File: src/rtl/bsg_wormhole_loopback_client.sv
// bsg_wormhole_loopback_client
// Packet-aware loopback/sink endpoint for wormhole network tests. Each of
// num_nets_p independent links runs input FIFO -> header/body FSM -> output
// FIFO. In loopback mode packets are returned with the header cord replaced
// by dest_cord_i; in sink mode they are consumed. Completed packets are
// counted per net.
//
// Ports
//   clk_i          single clock
//   reset_i        synchronous, active-high reset
//   dest_cord_i    cord written into every looped-back header
//   loopback_en_i  per net: 1 = loopback, 0 = sink (sampled at header consume)
//   link_i         per net {v, data[flit_width_p-1:0], ready_and_rev}
//   link_o         per net {v, data[flit_width_p-1:0], ready_and_rev}
//   pkt_count_o    per net count of fully consumed packets (wraps)
//   busy_o         per net: mid-packet or any FIFO non-empty

// Small two-pointer FIFO; ready_o is simply "not full".
module bsg_wormhole_loopback_client_fifo #(
  parameter int unsigned width_p = 16,
  parameter int unsigned els_p   = 2
) (
  input  logic               clk_i,
  input  logic               reset_i,
  input  logic               v_i,
  output logic               ready_o,
  input  logic [width_p-1:0] data_i,
  output logic               v_o,
  output logic [width_p-1:0] data_o,
  input  logic               yumi_i
);
  localparam int unsigned ptr_width_lp = (els_p > 1) ? $clog2(els_p) : 1;
  localparam int unsigned cnt_width_lp = $clog2(els_p + 1);

  logic [width_p-1:0]      mem_r [els_p];
  logic [ptr_width_lp-1:0] rd_ptr_r, wr_ptr_r;
  logic [cnt_width_lp-1:0] cnt_r;
  logic                    enq, deq;

  function automatic logic [ptr_width_lp-1:0] ptr_next(input logic [ptr_width_lp-1:0] p);
    return (p == ptr_width_lp'(els_p - 1)) ? '0 : p + ptr_width_lp'(1);
  endfunction

  assign ready_o = (cnt_r != cnt_width_lp'(els_p));
  assign v_o     = (cnt_r != '0);
  assign data_o  = mem_r[rd_ptr_r];
  assign enq     = v_i & ready_o;
  assign deq     = yumi_i & v_o;

  // Pointer and occupancy state
  always_ff @(posedge clk_i) begin
    if (reset_i) begin
      rd_ptr_r <= '0;
      wr_ptr_r <= '0;
      cnt_r    <= '0;
    end else begin
      if (enq) wr_ptr_r <= ptr_next(wr_ptr_r);
      if (deq) rd_ptr_r <= ptr_next(rd_ptr_r);
      if (enq && !deq)      cnt_r <= cnt_r + cnt_width_lp'(1);
      else if (!enq && deq) cnt_r <= cnt_r - cnt_width_lp'(1);
    end
  end

  // Storage needs no reset; occupancy gates visibility
  always_ff @(posedge clk_i) begin
    if (enq) mem_r[wr_ptr_r] <= data_i;
  end
endmodule

module bsg_wormhole_loopback_client #(
  parameter int unsigned flit_width_p = 16,
  parameter int unsigned dims_p       = 2,
  parameter int unsigned cord_markers_pos_p [dims_p:0] = '{5, 4, 0},
  parameter int unsigned len_width_p  = 3,
  parameter int unsigned num_nets_p   = 2,
  parameter int unsigned fifo_els_p   = 2,
  parameter int unsigned ctr_width_p  = 16,
  localparam int unsigned cord_width_lp = cord_markers_pos_p[dims_p],
  localparam int unsigned link_width_lp = flit_width_p + 2
) (
  input  logic                                     clk_i,
  input  logic                                     reset_i,
  input  logic [cord_width_lp-1:0]                 dest_cord_i,
  input  logic [num_nets_p-1:0]                    loopback_en_i,
  input  logic [num_nets_p-1:0][link_width_lp-1:0] link_i,
  output logic [num_nets_p-1:0][link_width_lp-1:0] link_o,
  output logic [num_nets_p-1:0][ctr_width_p-1:0]   pkt_count_o,
  output logic [num_nets_p-1:0]                    busy_o
);
  typedef enum logic {HDR = 1'b0, BODY = 1'b1} state_e;

  for (genvar i = 0; i < num_nets_p; i++) begin : g_net
    state_e                  state_r, state_n;
    logic [len_width_p-1:0]  rem_r, rem_n;
    logic                    mode_r, mode_n;
    logic [ctr_width_p-1:0]  cnt_r;
    logic                    cnt_inc;

    logic                    in_ready, in_v, in_yumi;
    logic [flit_width_p-1:0] in_data;
    logic                    out_ready, out_enq, out_v;
    logic [flit_width_p-1:0] out_data, out_data_lo;
    logic [len_width_p-1:0]  hdr_len;

    assign hdr_len = in_data[cord_width_lp +: len_width_p];

    bsg_wormhole_loopback_client_fifo #(
      .width_p(flit_width_p), .els_p(fifo_els_p)
    ) u_in_fifo (
      .clk_i  (clk_i),
      .reset_i(reset_i),
      .v_i    (link_i[i][link_width_lp-1]),
      .ready_o(in_ready),
      .data_i (link_i[i][link_width_lp-2:1]),
      .v_o    (in_v),
      .data_o (in_data),
      .yumi_i (in_yumi)
    );

    bsg_wormhole_loopback_client_fifo #(
      .width_p(flit_width_p), .els_p(fifo_els_p)
    ) u_out_fifo (
      .clk_i  (clk_i),
      .reset_i(reset_i),
      .v_i    (out_enq),
      .ready_o(out_ready),
      .data_i (out_data),
      .v_o    (out_v),
      .data_o (out_data_lo),
      .yumi_i (link_i[i][0])
    );

    // FSM state, remaining-body counter, latched mode and packet counter
    always_ff @(posedge clk_i) begin
      if (reset_i) begin
        state_r <= HDR;
        rem_r   <= '0;
        mode_r  <= 1'b0;
        cnt_r   <= '0;
      end else begin
        state_r <= state_n;
        rem_r   <= rem_n;
        mode_r  <= mode_n;
        if (cnt_inc) cnt_r <= cnt_r + ctr_width_p'(1);
      end
    end

    // Header/body sequencing; sink mode consumes without waiting on the output FIFO
    always_comb begin
      state_n  = state_r;
      rem_n    = rem_r;
      mode_n   = mode_r;
      in_yumi  = 1'b0;
      out_enq  = 1'b0;
      out_data = in_data;
      cnt_inc  = 1'b0;
      unique case (state_r)
        HDR: begin
          if (in_v && (!loopback_en_i[i] || out_ready)) begin
            in_yumi  = 1'b1;
            out_enq  = loopback_en_i[i];
            out_data = {in_data[flit_width_p-1:cord_width_lp], dest_cord_i};
            mode_n   = loopback_en_i[i];
            rem_n    = hdr_len;
            if (hdr_len == '0) cnt_inc = 1'b1;
            else               state_n = BODY;
          end
        end
        BODY: begin
          if (in_v && (!mode_r || out_ready)) begin
            in_yumi = 1'b1;
            out_enq = mode_r;
            rem_n   = rem_r - len_width_p'(1);
            if (rem_r == len_width_p'(1)) begin
              cnt_inc = 1'b1;
              state_n = HDR;
            end
          end
        end
        default: state_n = HDR;
      endcase
    end

    assign link_o[i]      = {out_v, out_data_lo, in_ready};
    assign pkt_count_o[i] = cnt_r;
    assign busy_o[i]      = (state_r == BODY) | in_v | out_v;
  end
endmodule

File: config.mk
export PLATFORM = sky130hd
export DESIGN_NAME = bsg_wormhole_loopback_client
export DESIGN_NICKNAME = d
export VERILOG_FILES = /design/src/rtl/bsg_wormhole_loopback_client.sv
export SDC_FILE = /design/constraint.sdc
export NUM_CORES = 1
export LEC_CHECK = 0
export CAP_MARGIN = 0
export CORE_UTILIZATION = 32
export DETAILED_ROUTE_END_ITERATION = 10
export HOLD_SLACK_MARGIN = 0.05
export PLACE_DENSITY_LB_ADDON = 0.12
export SYNTH_ARGS = -nofsm -noshare
export SYNTH_HDL_FRONTEND = slang
export SYNTH_SLANG_ARGS = --single-unit
File: constraint.sdc
create_clock -name clk_i -period 2.85 [get_ports clk_i]
set_clock_uncertainty 0.05 [all_clocks]
set_input_delay 0.285 -clock clk_i [delete_from_list [all_inputs] [get_ports clk_i]]
set_output_delay 0.285 -clock clk_i [all_outputs]
set_load 0.005 [all_outputs]
==> results of run 1 <==
-- cells in the final DEF, fill, tap and decap left out, drive strengths merged, types with 3 or more instances in the layout --
cell / Yosys / layout
edfxtp: 128 / 128
clkdlybuf4s50: 0 / 113
mux2: 82 / 82
dfxtp: 62 / 62
nor2: 48 / 48
nor2b: 30 / 30
a21oi: 28 / 28
nand2: 27 / 27
o21ai: 26 / 26
nand3: 20 / 20
inv: 8 / 18
clkbuf: 27 / 17
buf: 13 / 16
a211oi: 16 / 16
xor2: 12 / 12
mux2i: 10 / 10
ha: 10 / 10
nand2b: 8 / 8
nor3: 8 / 8
nand4: 7 / 7
and3b: 6 / 6
or3: 6 / 6
and4: 5 / 5
clkinv: 0 / 5
nand3b: 4 / 4
a21boi: 4 / 4
or4: 4 / 4
and3: 3 / 3
-- registers in the layout, indices dropped and copies added (netlist names), named ones only --
register                   count
g_net.cnt_r                   32
g_net.u_out_fifo.wr_ptr_r      2
g_net.u_in_fifo.rd_ptr_r       2
g_net.u_in_fifo.wr_ptr_r       2
g_net.mode_r                   2
g_net.rem_r                    6
g_net.state_r                  2
g_net.u_in_fifo.cnt_r          4
g_net.u_out_fifo.rd_ptr_r      2
g_net.u_in_fifo.mem_r         64
g_net.u_out_fifo.mem_r        64
g_net.u_out_fifo.cnt_r         4
-- power by group through the flow --
stage / Sequential (W) / Clock [W] / Combinational (W)
3_5_place_dp: 0.00383 / 0 / 0.00248
6_report: 0.00376 / 0.00239 / 0.00244
3_3_place_gp: 0.00381 / 0 / 0.00244
4_1_cts: 0.00377 / 0.00248 / 0.00250
5_1_grt: 0.00382 / 0.00258 / 0.00271
2_1_floorplan: 0.00373 / 0 / 0.00158
-- cell families after synthesis --
logic type	count (synthesis)	share of synthesized area
AO/OA/AOI/OAI	92	0.0776
XOR/XNOR	14	0.0149
adder cells (fa/ha/maj)	10	0.0152
buffers and inverters	48	0.0276
flip-flops	190	0.620
multiplexers	92	0.125
AND/OR/NAND/NOR	184	0.120
-- worst max-delay path, cell delays in order (launching register included) --
cell      delay (ns)
edfxtp_1        0.39
or4b_1          0.59
a211o_1         0.52
a211oi_1        0.36
mux2_2          0.36
-- area by class of cell --
| type | count | area (sq um) |
|---|---|---|
| Multi-Input combinational cell | 392 | 2910 |
| Sequential cell | 190 | 5080 |
| Tap cell | 330 | 413 |
| Inverter | 8 | 30.0 |
| Fill cell | 2340 | 14900 |
| Clock inverter | 15 | 176 |
| Timing Repair Buffer | 129 | 1260 |
| Clock buffer | 17 | 425 |
-- worst paths after layout --
path	from	end	depth (start not counted)	slack (ns)
max reg2reg	g_net[1].u_in_fifo.mem_r[1][6]$_DFFE_PP_	g_net[1].cnt_r[14]$_SDFFE_PP0P_	4	0.47
max	g_net[1].u_in_fifo.mem_r[1][6]$_DFFE_PP_	g_net[1].cnt_r[14]$_SDFFE_PP0P_	4	0.47
min	reset_i	g_net[1].u_in_fifo.cnt_r[0]$_SDFFE_PP0P_	3	0.32
min reg2reg	g_net[0].rem_r[1]$_SDFFE_PP0P_	g_net[0].rem_r[1]$_SDFFE_PP0P_	2	0.41
-- stage by stage --
stage                     cell area (sq um)  setup slack (ns)  total power [W]  utilization
after floorplan                        8210             0.339          0.00531            -
after global placement                 9700             0.419          0.00625        0.385
after detailed placement               9700             0.310          0.00632        0.385
after CTS                             10300             0.433          0.00875        0.409
after global routing                  10300             0.361          0.00911        0.409
final                                 10300             0.472          0.00859        0.409
-- routing by layer --
metal	share of wire	track usage	wire length (um)
met4	0.014	0.0502	231
met2	0.48	0.226	8210
met1	0.47	0.167	7940
met3	0.040	0.0301	678
met5	0	0	0
==> run metrics, run 1 <==
clock transition at the registers of the reported paths 0.08 ns; DR vias 5151; WS Path Type flip-flop to flip-flop; clock tree buffer depth 2; post-CTS setup buffer count 0; Slew HR 0.527; DRC 0; CTS Hold Bufs 0; worst endpoint required time 3.13 ns; CTS root buf clkbuf_16; placement row count 58; Num Clock Sinks 190; count leader, synth edfxtp_1; status complete, no violations; sequential share of the synthesized area 0.620; Hold WC Path Type input port to flip-flop; die width 162 um; CTS tree yes; final hold violations 0; number of I/O port buffers 114; Final period util 0.834; Final Max Slew Viols 0; Core Box Area 25200 sq um; Die Span Y 162 um; combinational power share 0.284; largest net degree at the start of global routing 91; post-synthesis cell area 8210 sq um; synth unique cells 47; area grow syn2layout 25.5%; Die ar. 26300 sq um; sequential share of power 0.438; GRT Residual Overflow 0; ranking of synthesized cells by area edfxtp_1, dfxtp_1, mux2_2; Sw Pwr 0.00262 W; antenna viol nets, final 0; GRT Resource Usage Total 0.134; vias per inst 4.77; total negative slack 0 ns; # nets final 793; Max Fclk 420 MHz; prevailing post-synth register cell edfxtp_1; Leak 3.51 nW; Tmin final 2.38 ns; Yosys top cell area share 0.468; pwr dens 834 nW/um^2; crit-path max FO 15; Initial Util 0.326; Syn. warnings 0; critical path endpoint category flip-flop; Post-Syn Instances 630; initial antenna violation count 0; HPWL Detailed 11200 um; switching share of power 0.305; Internal 0.00598 W; RePlAce Congestion 0.739; dpl cells 1049; WL final 17100 um; CTS resizes 0; Clk pwr share 0.278; VDD IR max 0.301 mV; vias in the first global route 5274; dominant cell type by area after synthesis edfxtp_1; final setup fails 0; Layout Cells excl Fill 1081; max_cap viols 0; IO Count 115; Synth top cells by count edfxtp_1, mux2_2, dfxtp_1; Post-Syn Nets 685; Async SR Flop Fraction 0; RSZ-0062 raised after global routing no; WL/cell 15.8 um; Ant. Diodes 0; first-pass GRT wire length 27100 um; DRT iter0 DRCs 240; worst-margin pin slew 0.709 ns; H-tree depth 4; Inserted Clock Buffers 17; Min Hold Slack 0.317 ns; register bit total from synthesis 190; Avg Synthesized Cell Area 13.0 sq um; EDFF count, synth 128; Clock Latency Late Sink 0.42 ns; drt pass-1 iters 4; layout cells sized above 1 0.193; CP startpoint kind flip-flop; critical path arrival 2.66 ns
Note: power is estimated with default switching activity, not from simulation.
==> run 2, diff against run 1 <==
- clock period: 2.85 -> 2.5 ns (I/O delays scaled with it)
==> run 2 against run 1 <==
Compared with the run above:
- combinational power grew 20%
- clock-buffer cell count is 1 higher
- sequential share of layout area down 0.50 points
- critical path type unchanged
- power grew 16%
- sequential power is 14% higher
- non-clock buffer count grew 6
- highest routed layer unchanged
- utilization rose by 0.42 points
==> run metrics, run 2 (synthesis results as in run 1) <==
status complete, no violations (unchanged); number of I/O port buffers 114 (unchanged); largest net degree at the start of global routing 91 (unchanged); Num Clock Sinks 190 (unchanged); Initial Util 0.326 (unchanged); CTS tree yes (unchanged); start point of the critical path g_net[1].u_in_fifo.mem_r[1][6]$_DFFE_PP_ (unchanged); Final Max Slew Viols 0 (unchanged); placement row count 58 (unchanged); max_cap viols 0 (unchanged); RePlAce Congestion 0.735 (was 0.739); DRT iter0 DRCs 194 (was 240); pwr dens 958 nW/um^2 (was 834 nW/um^2); worst-margin pin slew 0.587 ns (was 0.709 ns); WS Path Type flip-flop to flip-flop (unchanged); CP startpoint kind flip-flop (unchanged); CTS resizes 0 (unchanged); DRC 0 (unchanged); hold depth 3 (unchanged); H-tree depth 4 (unchanged); HPWL Detailed 12000 um (was 11200 um); r2r worst-path depth 4 (unchanged); post-CTS setup buffer count 0 (unchanged); GRT Residual Overflow 0 (unchanged); Clock Latency Late Sink 0.44 ns (was 0.42 ns); VDD IR max 0.499 mV (was 0.301 mV); vias per inst 4.80 (was 4.77); worst reg2reg setup slack 0.10 ns (was 0.47 ns); total negative slack 0 ns (unchanged); Core Box Area 25200 sq um (unchanged); worst endpoint required time 2.78 ns (was 3.13 ns); Max Fclk 417 MHz (was 420 MHz); critical path arrival 2.68 ns (was 2.66 ns); Hold WC Path Type input port to flip-flop (unchanged); area grow syn2layout 26.8% (was 25.5%); clock transition at the registers of the reported paths 0.08 ns (about the same); Leak 3.55 nW (was 3.51 nW); fillcell total 2325 (was 2340); critical path's top delay family compound AO/OA/AOI/OAI gates (unchanged); GRT Resource Usage Total 0.141 (was 0.134); critical path endpoint category flip-flop (unchanged); Worst path slowest cell or4b_1 (unchanged); sequential share of power 0.431 (was 0.438); Final period util 0.958 (was 0.834); Slew HR 0.608 (was 0.527); r2r startpoint g_net[1].u_in_fifo.mem_r[1][6]$_DFFE_PP_ (unchanged); final setup fails 0 (unchanged); RSZ-0062 raised after global routing no (unchanged); IO Count 115 (unchanged); vias in the first global route 5362 (was 5274); DR vias 5222 (was 5151); Hold EP g_net[0].u_in_fifo.wr_ptr_r$_SDFFE_PP0P_ (was g_net[1].u_in_fifo.cnt_r[0]$_SDFFE_PP0P_); WL final 17600 um (was 17100 um); drt pass-1 iters 7 (was 4); Die Span Y 162 um (unchanged); Worst Path Buf+Inv 0 (unchanged); clock tree buffer depth 2 (unchanged); CTS Hold Bufs 0 (unchanged); initial antenna violation count 1 (was 0); # nets final 799 (was 793); switching share of power 0.307 (was 0.305); layout cells sized above 1 0.199 (was 0.193); first-pass GRT wire length 28400 um (was 27100 um); combinational power share 0.295 (was 0.284); crit-path max FO 15 (unchanged); antenna viol nets, final 0 (unchanged); hold path startpoint reset_i (unchanged); WL/cell 16.2 um (was 15.8 um); largest stage delay on the critical path 0.59 ns (about the same); Worst R2R End g_net[1].cnt_r[6]$_SDFFE_PP0P_ (was g_net[1].cnt_r[14]$_SDFFE_PP0P_); crit path cell chain or4b_1, a211o_1, a211oi_1, mux2_2 (unchanged); CTS root buf clkbuf_16 (unchanged); die width 162 um (unchanged); top flop regs g_net.u_in_fifo.mem_r x64, g_net.u_out_fifo.mem_r x64, g_net.cnt_r x32 (unchanged); final hold violations 0 (unchanged); Clk pwr share 0.274 (was 0.278); Final Total Pwr 0.00997 W (was 0.00859 W); most frequent cells in the layout edfxtp_1, clkdlybuf4s50_1, mux2_2 (unchanged); Tmin final 2.40 ns (was 2.38 ns); Sw Pwr 0.00306 W (was 0.00262 W); Internal 0.00691 W (was 0.00598 W); Min Hold Slack 0.277 ns (was 0.317 ns); commonest non-fill, non-tap cell in the layout edfxtp_1 (unchanged); Die ar. 26300 sq um (unchanged); Inserted Clock Buffers 17 (unchanged)
[run 2: cell types whose count changed in the layout (fill, tap and decap cells not counted)]
cell,change
buf_4,+2
buf_12,+4
inv_6,-1
diode_2,+1
clkinv_1,-1
clkinv_8,+1
clkbuf_1,+1
[run 2: final cells by class]
class / instances / area, sq um / share of cell area
antenna: 1 / 2.50 / 0.000240
clock buffer: 18 / 429 / 0.0412
clock inverter: 14 / 180 / 0.0173
inverter: 8 / 30.0 / 0.00289
multi-input combinational: 392 / 2910 / 0.280
sequential: 190 / 5080 / 0.489
tap: 330 / 413 / 0.0397
timing repair buffer: 135 / 1360 / 0.130
[run 2: metal layers]
layer,global-route usage,wire length [um],vias to the layer above
li1,-,-,2553
met1,0.178,7780,2536
met2,0.236,8710,114
met3,0.0337,898,19
met4,0.0493,241,0
met5,0,0,-
[run 2: tightest hold or removal path: cells and delay by family]
| family | cells | cell delay (ns) |
|---|---|---|
| buf+inv | 2 | 0.33 |
| simple gates | 1 | 0.13 |
[run 2: how the worst max path moves through the flow]
stage                                                end  slack, ns  cells past startpoint
2_1_floorplan  g_net[0].u_out_fifo.mem_r[1][0]$_DFFE_PP_      -0.01                      4
3_3_place_gp   g_net[0].u_out_fifo.cnt_r[1]$_SDFFE_PP0P_       0.16                      7
3_5_place_dp   g_net[0].u_out_fifo.cnt_r[1]$_SDFFE_PP0P_       0.12                      7
4_1_cts                                        busy_o[1]       0.09                      3
5_1_grt                  g_net[1].cnt_r[15]$_SDFFE_PP0P_       0.04                      4
6_report                  g_net[1].cnt_r[6]$_SDFFE_PP0P_       0.10                      4
[run 2: power by group through the flow]
stage          logic [W]  registers, W  clock network [W]
2_1_floorplan    0.00180       0.00426                  0
3_3_place_gp     0.00293       0.00434                  0
3_5_place_dp     0.00299       0.00437                  0
4_1_cts          0.00301       0.00430            0.00283
5_1_grt          0.00326       0.00436            0.00295
6_report         0.00294       0.00430            0.00274
[run 2: metrics by stage]
stage	instance area (sq um)	setup WS (ns)	instances	utilization
detailed placement	9790	0.124	1055	0.389
global placement	9790	0.156	1055	0.389
floorplan	8210	-0.0112	630	-
global route	10400	0.0375	1087	0.413
CTS	10400	0.0877	1087	0.413
finish	10400	0.104	1088	0.413
